File: config.mk
export PLATFORM = sky130hd
export DESIGN_NAME = io_led_pwm
export DESIGN_NICKNAME = d
export VERILOG_FILES = /design/src/rtl/io_led_pkg.sv /design/src/rtl/led_pwm_chan.sv /design/src/rtl/io_led_pwm.sv
export SDC_FILE = /design/constraint.sdc
export NUM_CORES = 1
export LEC_CHECK = 0
export BUFFER_PORTS_ARGS = -buffer_cell sky130_fd_sc_hd__buf_2
export CAP_MARGIN = 15
export CORE_MARGIN = 10
export CORE_UTILIZATION = 35
export CTS_CLUSTER_SIZE = 25
export DETAILED_ROUTE_END_ITERATION = 10
export GPL_ROUTABILITY_DRIVEN = 0
export HOLD_SLACK_MARGIN = 0.06
export SLEW_MARGIN = 10
export SYNTH_ARGS = -nofsm -noshare
export SYNTH_HDL_FRONTEND = slang
export SYNTH_SLANG_ARGS = --single-unit
File: constraint.sdc
create_clock -name clk -period 5.75 [get_ports clk]
set_input_delay 0.575 -clock clk [delete_from_list [all_inputs] [get_ports clk]]
set_output_delay 0.575 -clock clk [all_outputs]
set_load 0.005 [all_outputs]
File: src/rtl/io_led_pkg.sv
// Shared constants for the LED IO block: bus word addresses, CTRL bit positions
// and default counter widths for the PWM stage.
package io_led_pkg;

    localparam int LED_CNT_W = 8;
    localparam int LED_PRE_W = 8;

    // LED_VAL_ADR belongs to the upstream LED register block; the PWM stage follows it.
    localparam logic [13:0] LED_VAL_ADR      = 14'h3F80;
    localparam logic [13:0] LED_PWM_RG_ADR   = 14'h3F81;
    localparam logic [13:0] LED_PWM_B_ADR    = 14'h3F82;
    localparam logic [13:0] LED_PWM_CTRL_ADR = 14'h3F83;

    localparam int CTRL_EN_BIT   = 0;
    localparam int CTRL_INV_BIT  = 1;
    localparam int CTRL_BLEN_LSB = 8;

endpackage

File: src/rtl/led_pwm_chan.sv
// One PWM output channel: frame-synchronous duty shadow, compare against the
// shared PWM counter, bypass/blink gating and the registered, polarity-adjusted pin.
module led_pwm_chan #(
    parameter int CNT_W = 8
) (
    input  logic             clk,
    input  logic             rst_n,
    input  logic             frame_start_i,
    input  logic [CNT_W-1:0] duty_i,
    input  logic [CNT_W-1:0] pwm_cnt_i,
    input  logic             led_i,
    input  logic             en_i,
    input  logic             inv_i,
    input  logic             gate_i,
    output logic             pin_o
);

    logic [CNT_W-1:0] active_q;
    logic [CNT_W-1:0] active_d;
    logic             pin_q;
    logic             pin_d;
    logic             pwm_on;

    // The shadow only moves on the tick that wraps the counter, so a frame never mixes duties.
    always_comb begin
        active_d = active_q;
        if (frame_start_i) begin
            active_d = duty_i;
        end
    end

    always_comb begin
        pwm_on = 1'b1;
        if (en_i) begin
            pwm_on = (pwm_cnt_i < active_q);
        end
        pin_d = (led_i & pwm_on & gate_i) ^ inv_i;
    end

    always_ff @(posedge clk) begin
        if (!rst_n) begin
            active_q <= '0;
            pin_q    <= 1'b0;
        end else begin
            active_q <= active_d;
            pin_q    <= pin_d;
        end
    end

    assign pin_o = pin_q;

endmodule

File: src/rtl/io_led_pwm.sv
// RGB LED PWM stage with bus-mapped duty/prescaler/control registers in the read chain.
// Optional blink gating is compiled in when LED_PWM_BLINK_EN is defined.
module io_led_pwm
    import io_led_pkg::*;
#(
    parameter int CNT_W = LED_CNT_W,
    parameter int PRE_W = LED_PRE_W
) (
    input  logic        clk,
    input  logic        rst_n,
    input  logic        dma_io_we,
    input  logic [15:2] dma_io_wadr,
    input  logic [15:0] dma_io_wdata,
    input  logic [15:2] dma_io_radr,
    input  logic [15:0] dma_io_rdata_in,
    output logic [15:0] dma_io_rdata,
    input  logic [2:0]  led_in,
    output logic [2:0]  led_out
);

    logic [2:0][CNT_W-1:0] duty_q;
    logic [PRE_W-1:0]      presc_q;
    logic                  en_q;
    logic                  inv_q;

    logic [PRE_W-1:0]      pre_cnt_q;
    logic [PRE_W-1:0]      pre_cnt_d;
    logic [CNT_W-1:0]      pwm_cnt_q;
    logic [CNT_W-1:0]      pwm_cnt_d;

    logic                  tick;
    logic                  frame_start;
    logic                  we_rg;
    logic                  we_b;
    logic                  we_ctrl;
    logic                  blink_gate;
    logic [7:0]            blink_len_rd;
    logic [15:0]           ctrl_rd;

    assign we_rg   = dma_io_we && (dma_io_wadr == LED_PWM_RG_ADR);
    assign we_b    = dma_io_we && (dma_io_wadr == LED_PWM_B_ADR);
    assign we_ctrl = dma_io_we && (dma_io_wadr == LED_PWM_CTRL_ADR);

    always_ff @(posedge clk) begin
        if (!rst_n) begin
            duty_q  <= '0;
            presc_q <= '0;
            en_q    <= 1'b0;
            inv_q   <= 1'b0;
        end else begin
            if (we_rg) begin
                duty_q[0] <= dma_io_wdata[CNT_W-1:0];
                duty_q[1] <= dma_io_wdata[8 +: CNT_W];
            end
            if (we_b) begin
                duty_q[2] <= dma_io_wdata[CNT_W-1:0];
                presc_q   <= dma_io_wdata[8 +: PRE_W];
            end
            if (we_ctrl) begin
                en_q  <= dma_io_wdata[CTRL_EN_BIT];
                inv_q <= dma_io_wdata[CTRL_INV_BIT];
            end
        end
    end

    // A prescaler lowered below the running count free-runs to the natural wrap, never locks up.
    always_comb begin
        tick        = (pre_cnt_q == presc_q);
        frame_start = tick && (pwm_cnt_q == {CNT_W{1'b1}});
        pre_cnt_d   = tick ? '0 : pre_cnt_q + 1'b1;
        pwm_cnt_d   = tick ? pwm_cnt_q + 1'b1 : pwm_cnt_q;
    end

    always_ff @(posedge clk) begin
        if (!rst_n) begin
            pre_cnt_q <= '0;
            pwm_cnt_q <= '0;
        end else begin
            pre_cnt_q <= pre_cnt_d;
            pwm_cnt_q <= pwm_cnt_d;
        end
    end

`ifdef LED_PWM_BLINK_EN
    logic [7:0] blink_len_q;
    logic [7:0] frame_cnt_q;
    logic       blink_phase_q;

    // A CTRL write restarts the blink pattern in its on phase, even if it lands on a frame start.
    always_ff @(posedge clk) begin
        if (!rst_n) begin
            blink_len_q   <= 8'd0;
            frame_cnt_q   <= 8'd0;
            blink_phase_q <= 1'b0;
        end else if (we_ctrl) begin
            blink_len_q   <= dma_io_wdata[CTRL_BLEN_LSB +: 8];
            frame_cnt_q   <= 8'd0;
            blink_phase_q <= 1'b1;
        end else if (frame_start && (blink_len_q != 8'd0)) begin
            if (frame_cnt_q == blink_len_q) begin
                frame_cnt_q   <= 8'd0;
                blink_phase_q <= ~blink_phase_q;
            end else begin
                frame_cnt_q   <= frame_cnt_q + 8'd1;
            end
        end
    end

    assign blink_gate   = (blink_len_q == 8'd0) || blink_phase_q;
    assign blink_len_rd = blink_len_q;
`else
    assign blink_gate   = 1'b1;
    assign blink_len_rd = 8'd0;
`endif

    always_comb begin
        ctrl_rd                         = '0;
        ctrl_rd[CTRL_EN_BIT]            = en_q;
        ctrl_rd[CTRL_INV_BIT]           = inv_q;
        ctrl_rd[CTRL_BLEN_LSB +: 8]     = blink_len_rd;
    end

    always_comb begin
        dma_io_rdata = dma_io_rdata_in;
        case (dma_io_radr)
            LED_PWM_RG_ADR:   dma_io_rdata = {duty_q[1], duty_q[0]};
            LED_PWM_B_ADR:    dma_io_rdata = {presc_q, duty_q[2]};
            LED_PWM_CTRL_ADR: dma_io_rdata = ctrl_rd;
            default:          dma_io_rdata = dma_io_rdata_in;
        endcase
    end

    for (genvar i = 0; i < 3; i++) begin : g_chan
        led_pwm_chan #(
            .CNT_W(CNT_W)
        ) u_chan (
            .clk           (clk),
            .rst_n         (rst_n),
            .frame_start_i (frame_start),
            .duty_i        (duty_q[i]),
            .pwm_cnt_i     (pwm_cnt_q),
            .led_i         (led_in[i]),
            .en_i          (en_q),
            .inv_i         (inv_q),
            .gate_i        (blink_gate),
            .pin_o         (led_out[i])
        );
    end

endmodule
Word level (Yosys, flattened, before mapping)
Index checks and enable logic that the tools add are counted.
- flip-flop bits (word level): 77
- input port bits: 66
- output and inout bits: 19
- word-level logic and storage cells: 43
- $add $sub $neg: 2
- $lt $le $gt $ge: 3
- equality and inequality tests: 8
- muxes and demuxes: 4
- bitwise logic cells: 7
- reductions and logical operators: 5
- operator list (operator ; number):
    $eq A14 B14 Y1 const B ; 6
    $pmux W16 S3 ; 1
    $lt A8 B8 Y1 ; 3
    $add A8 B1 Y8 const B ; 2
    $eq A8 B8 Y1 ; 1
    $eq A8 B8 Y1 const B ; 1
    $logic_and A1 B1 Y1 ; 4
    $and A1 B1 Y1 ; 3
    $mux W1 ; 3
    $xor A1 B1 Y1 ; 3
    $reduce_or A2 Y1 ; 1
    $not A1 Y1 ; 1

Longest topological paths before layout
- depth after elaboration: 4
- mapped depth: 8

By module
Synthesis repeated with hierarchy kept, for this count alone.
- cell total of the unflattened synthesis: 464
- area, all modules: 4108.9 µm²
- by module, submodules not included (module ; times used ; cells an instance ; area each (µm²) ; seq. area each (µm²)):
    io_led_pwm ; 1 ; 302 ; 2551.2 ; 1001.0
    led_pwm_chan ; 3 ; 54 ; 519.2 ; 180.2

Worst setup path after synthesis
Ideal clock, no wire load.
- path type: input to output
- start point: input dma_io_radr[7] (netlist bit)
- end point: output dma_io_rdata[10]
- data arrival time: 2.066 ns
- path slack: 3.109 ns
- cell stages on the path: 7
- path buffers: 2
- cell sequence: or4_1 or3_4 buf_6 nor2_8 buf_8 a22oi_1 o21ai_1
- cells in the longest elaborated chain, start to end: 2
- elaborated cells on any way between the ends: 4
- ends and longest elaborated chain (what ; line ; text):
    from (decl) ; io_led_pwm.sv:14 ; input logic [15:2] dma_io_radr,
    $eq A14 B14 Y1 ; io_led_pwm.sv:125 ; case (dma_io_radr)
    $pmux W16 S3 * ; io_led_pwm.sv:125 ;
    to (decl) ; io_led_pwm.sv:16 ; output logic [15:0] dma_io_rdata,
Mark *: on every way between the ends. The rest lies on a longest branch, timed or not.

Final worst setup path
- start point: input dma_io_radr[7] (netlist bit)
- end point: output dma_io_rdata[7]
Same word-level chain as after synthesis.

==> flow_metrics.env <==
export IMPL_status="finished clean"
export IMPL_p_per_area_nw_per_um2=252
export IMPL_post_synth_top_area_cell="dfxtp_1"
export IMPL_antenna_left=0
export IMPL_required_ns=5.18
export IMPL_p_total_uw=1220
export IMPL_final_common_cell="buf_2"
export IMPL_hpwl_um=8210
export IMPL_mostFrequentLayoutCells="buf_2 (84), dfxtp_1 (77), nand3_1 (57)"
export IMPL_synthTopCellsByArea="dfxtp_1 (38%), ha_1 (7.1%), nand3_1 (7.0%)"
export IMPL_skew_ns=0.00643
export IMPL_r2r_slack_ns=3.36
export IMPL_cellInternalPower_uw=969
export IMPL_synth_cells=482
export IMPL_synth_seq_area_share_pct=37.8
export IMPL_via_count=3664
export IMPL_setup_viol=0
export IMPL_switching_share_pct=20.8
export IMPL_slew_viol_final=0
export IMPL_synth_top_area_share_pct=37.8
export IMPL_die_x_um=128
export IMPL_clk_path_buf_depth=2
export IMPL_cts_clk_slew_worst_paths_ns=0.05
export IMPL_die_area_sq_um=16400
export IMPL_fin_util_pct=42.5
export IMPL_rsz0062_at_grt="no"
export IMPL_worstSkewPairLatency_ns=0.33
export IMPL_area_growth_pct=19.0
export IMPL_final_nets=636
export IMPL_slowest_delay_ns=0.69
export IMPL_worstPathMaxFanout=20
export IMPL_clock_fmax_ghz=0.293
export IMPL_criticalPathCategory="input pin to output port"
export IMPL_cp_num_buf_inv=2
export IMPL_cp_slowest_cell="nor3b_4"
export IMPL_avgSynthCellArea_sq_um=8.46
export IMPL_cts_hold_buffers=0
export IMPL_track_usage_pct=13.2
export IMPL_yosysUniqueCellTypes=45
export IMPL_path_cells="buf_2 > or4_1 > or3_4 > nor3b_4 > a22oi_1 > o21ai_0 > buf_2"
export IMPL_clkSinkCount=77
export IMPL_p_seq_share_pct=44.2
export IMPL_fin_crit_sh_pct=59.5
export IMPL_coreArea_sq_um=11400
export IMPL_rows=39
export IMPL_critPathTopFamily="simple AND/OR/NAND/NOR gates"
export IMPL_min_path_type="register to register"
export IMPL_grt_pass1_wl_um=18000
export IMPL_cp_start_kind="input pin"
export IMPL_syn_nets=571
export IMPL_synth_seq_cells=77
export IMPL_drive_gt1_share_pct=19.4
export IMPL_synthFlopType="dfxtp_1"
export IMPL_drc=0
export IMPL_irDropWorstVdd_uv=102
export IMPL_p_switching_uw=254
export IMPL_finalCriticalPeriod_ns=3.42
export IMPL_viasPerCell=5.27
export IMPL_pwr_share_comb_pct=7.4
export IMPL_fin_ws_ns=2.33
export IMPL_numCtsBuffers=9
export IMPL_first_pass_iters=4
export IMPL_pre_cts_slack_ns=2.33
export IMPL_cts_root_buffer="clkbuf_16"
export IMPL_finalSetupTns_ns=0
export IMPL_slew_headroom_pct=34.7
export IMPL_final_hold_viol_count=0
export IMPL_async_reset_ff_share_pct=0
export IMPL_drt_initial_drc_count=180
export IMPL_cts_setup_buffers=0
export IMPL_ios=85
export IMPL_port_buffers=84
export IMPL_wl_per_cell_um=15.5
export IMPL_tightest_slew_ns=0.979
export IMPL_yosysWarnings=0
export IMPL_cts_tree="done"
export IMPL_leakagePower_uw=0.00201
export IMPL_power_frac_clock_pct=48.5
export IMPL_grt_overflow_total=0
export IMPL_dieHeight_um=128
export IMPL_antenna_found_initial=1
export IMPL_cts_resized=0
export IMPL_initial_core_util_pct=35.7
export IMPL_wirelength_um=10800
export IMPL_drv_cap=0
export IMPL_worst_ep_arrival_time_ns=2.84
export IMPL_grt_start_max_net_pins=61
export IMPL_syn_cell_area_sq_um=4080
export IMPL_h_tree_depth=3
export IMPL_synth_edf_count=0
export IMPL_hold_ws_ns=0.471
export IMPL_endpoint_kind="output port"
export IMPL_crit_top_cell="buf_2"
export IMPL_grt_pass1_vias=3733
[kinds of logic (layout without fill, tap and decap cells)]
logic type	after synthesis	in the layout	share of synthesized area (%)
and+or+nand+nor	167	167	21.7
AOI/OAI and AO/OA	122	122	18.3
DFF	77	77	37.8
buffers and inverters	57	126	6.75
adders and majority gates	23	23	7.06
muxes	20	20	4.91
xor gates and xnor gates	16	16	3.44
other	0	1	0
[state kept, by name, indices dropped and copies added, names as in the netlist]
name	count
en_q	1
inv_q	1
pwm_cnt_q	8
duty_q	24
presc_q	8
g_chan.u_chan.pin_o	3
pre_cnt_q	8
g_chan.u_chan.active_q	24
[metal layers]
metal | up-vias | global-route usage [%] | routed length, um
met3 | 15 | 4.26 | 690
met1 | 1699 | 16.3 | 5050
met2 | 98 | 21.1 | 4890
met5 | - | 0 | 0
li1 | 1852 | - | -
met4 | 0 | 4.97 | 155
[worst min-delay path: cells and delay by family, from the launching register on]
kind | cells | cell delay, ns
DFF | 1 | 0.31
and+or+nand+nor | 1 | 0.05
AOI/OAI and AO/OA | 1 | 0.06
[area by class of cell]
cell class | instances | area (sq um)
clock inverter | 4 | 72.6
sequential | 77 | 1540
inverter | 23 | 86.3
fill | 1147 | 6570
timing repair buffer | 88 | 465
clock buffer | 11 | 243
multi-input combinational | 348 | 2260
tap | 143 | 179
antenna | 1 | 2.50
[power by group through the flow]
stage                     Combinational, uW  Sequential (uW)  Clock, uW
after floorplan                        49.7              551          0
after global placement                 87.9              552          0
after detailed placement               90.8              552          0
after CTS                              91.1              541        603
after global routing                    102              541        630
final                                  90.1              540        593
[stage by stage]
step / area (sq um) / std cells
2_1_floorplan: 4080 / 482
3_3_place_gp: 4500 / 677
3_5_place_dp: 4500 / 677
4_1_cts: 4820 / 692
5_1_grt: 4850 / 694
6_report: 4850 / 695
[path summary, 6_finish.rpt]
kind / start / end / cells after the start
max: dma_io_radr[7] / dma_io_rdata[7] / 7
min: g_chan[0].u_chan.active_q[4] / g_chan[0].u_chan.active_q[4] / 2
max reg2reg: pre_cnt_q[1] / pwm_cnt_q[6] / 5
min reg2reg: g_chan[0].u_chan.active_q[4] / g_chan[0].u_chan.active_q[4] / 2
[Yosys cell counts, types with 4 or more instances]
master and number:
o21ai_1 10, a21oi_1 11, buf_1 6, o21ai_0 51, xor2_1 13, nand4_1 5
ha_1 23, buf_4 5, nor2_1 10, nand3_1 57, mux2i_1 20, buf_6 4
nand2b_1 8, a22oi_1 28, nor2b_1 19, inv_1 22, nand2_1 49, o41ai_1 4
clkbuf_1 17, dfxtp_1 77
Note: power is estimated with default switching activity, not from simulation.
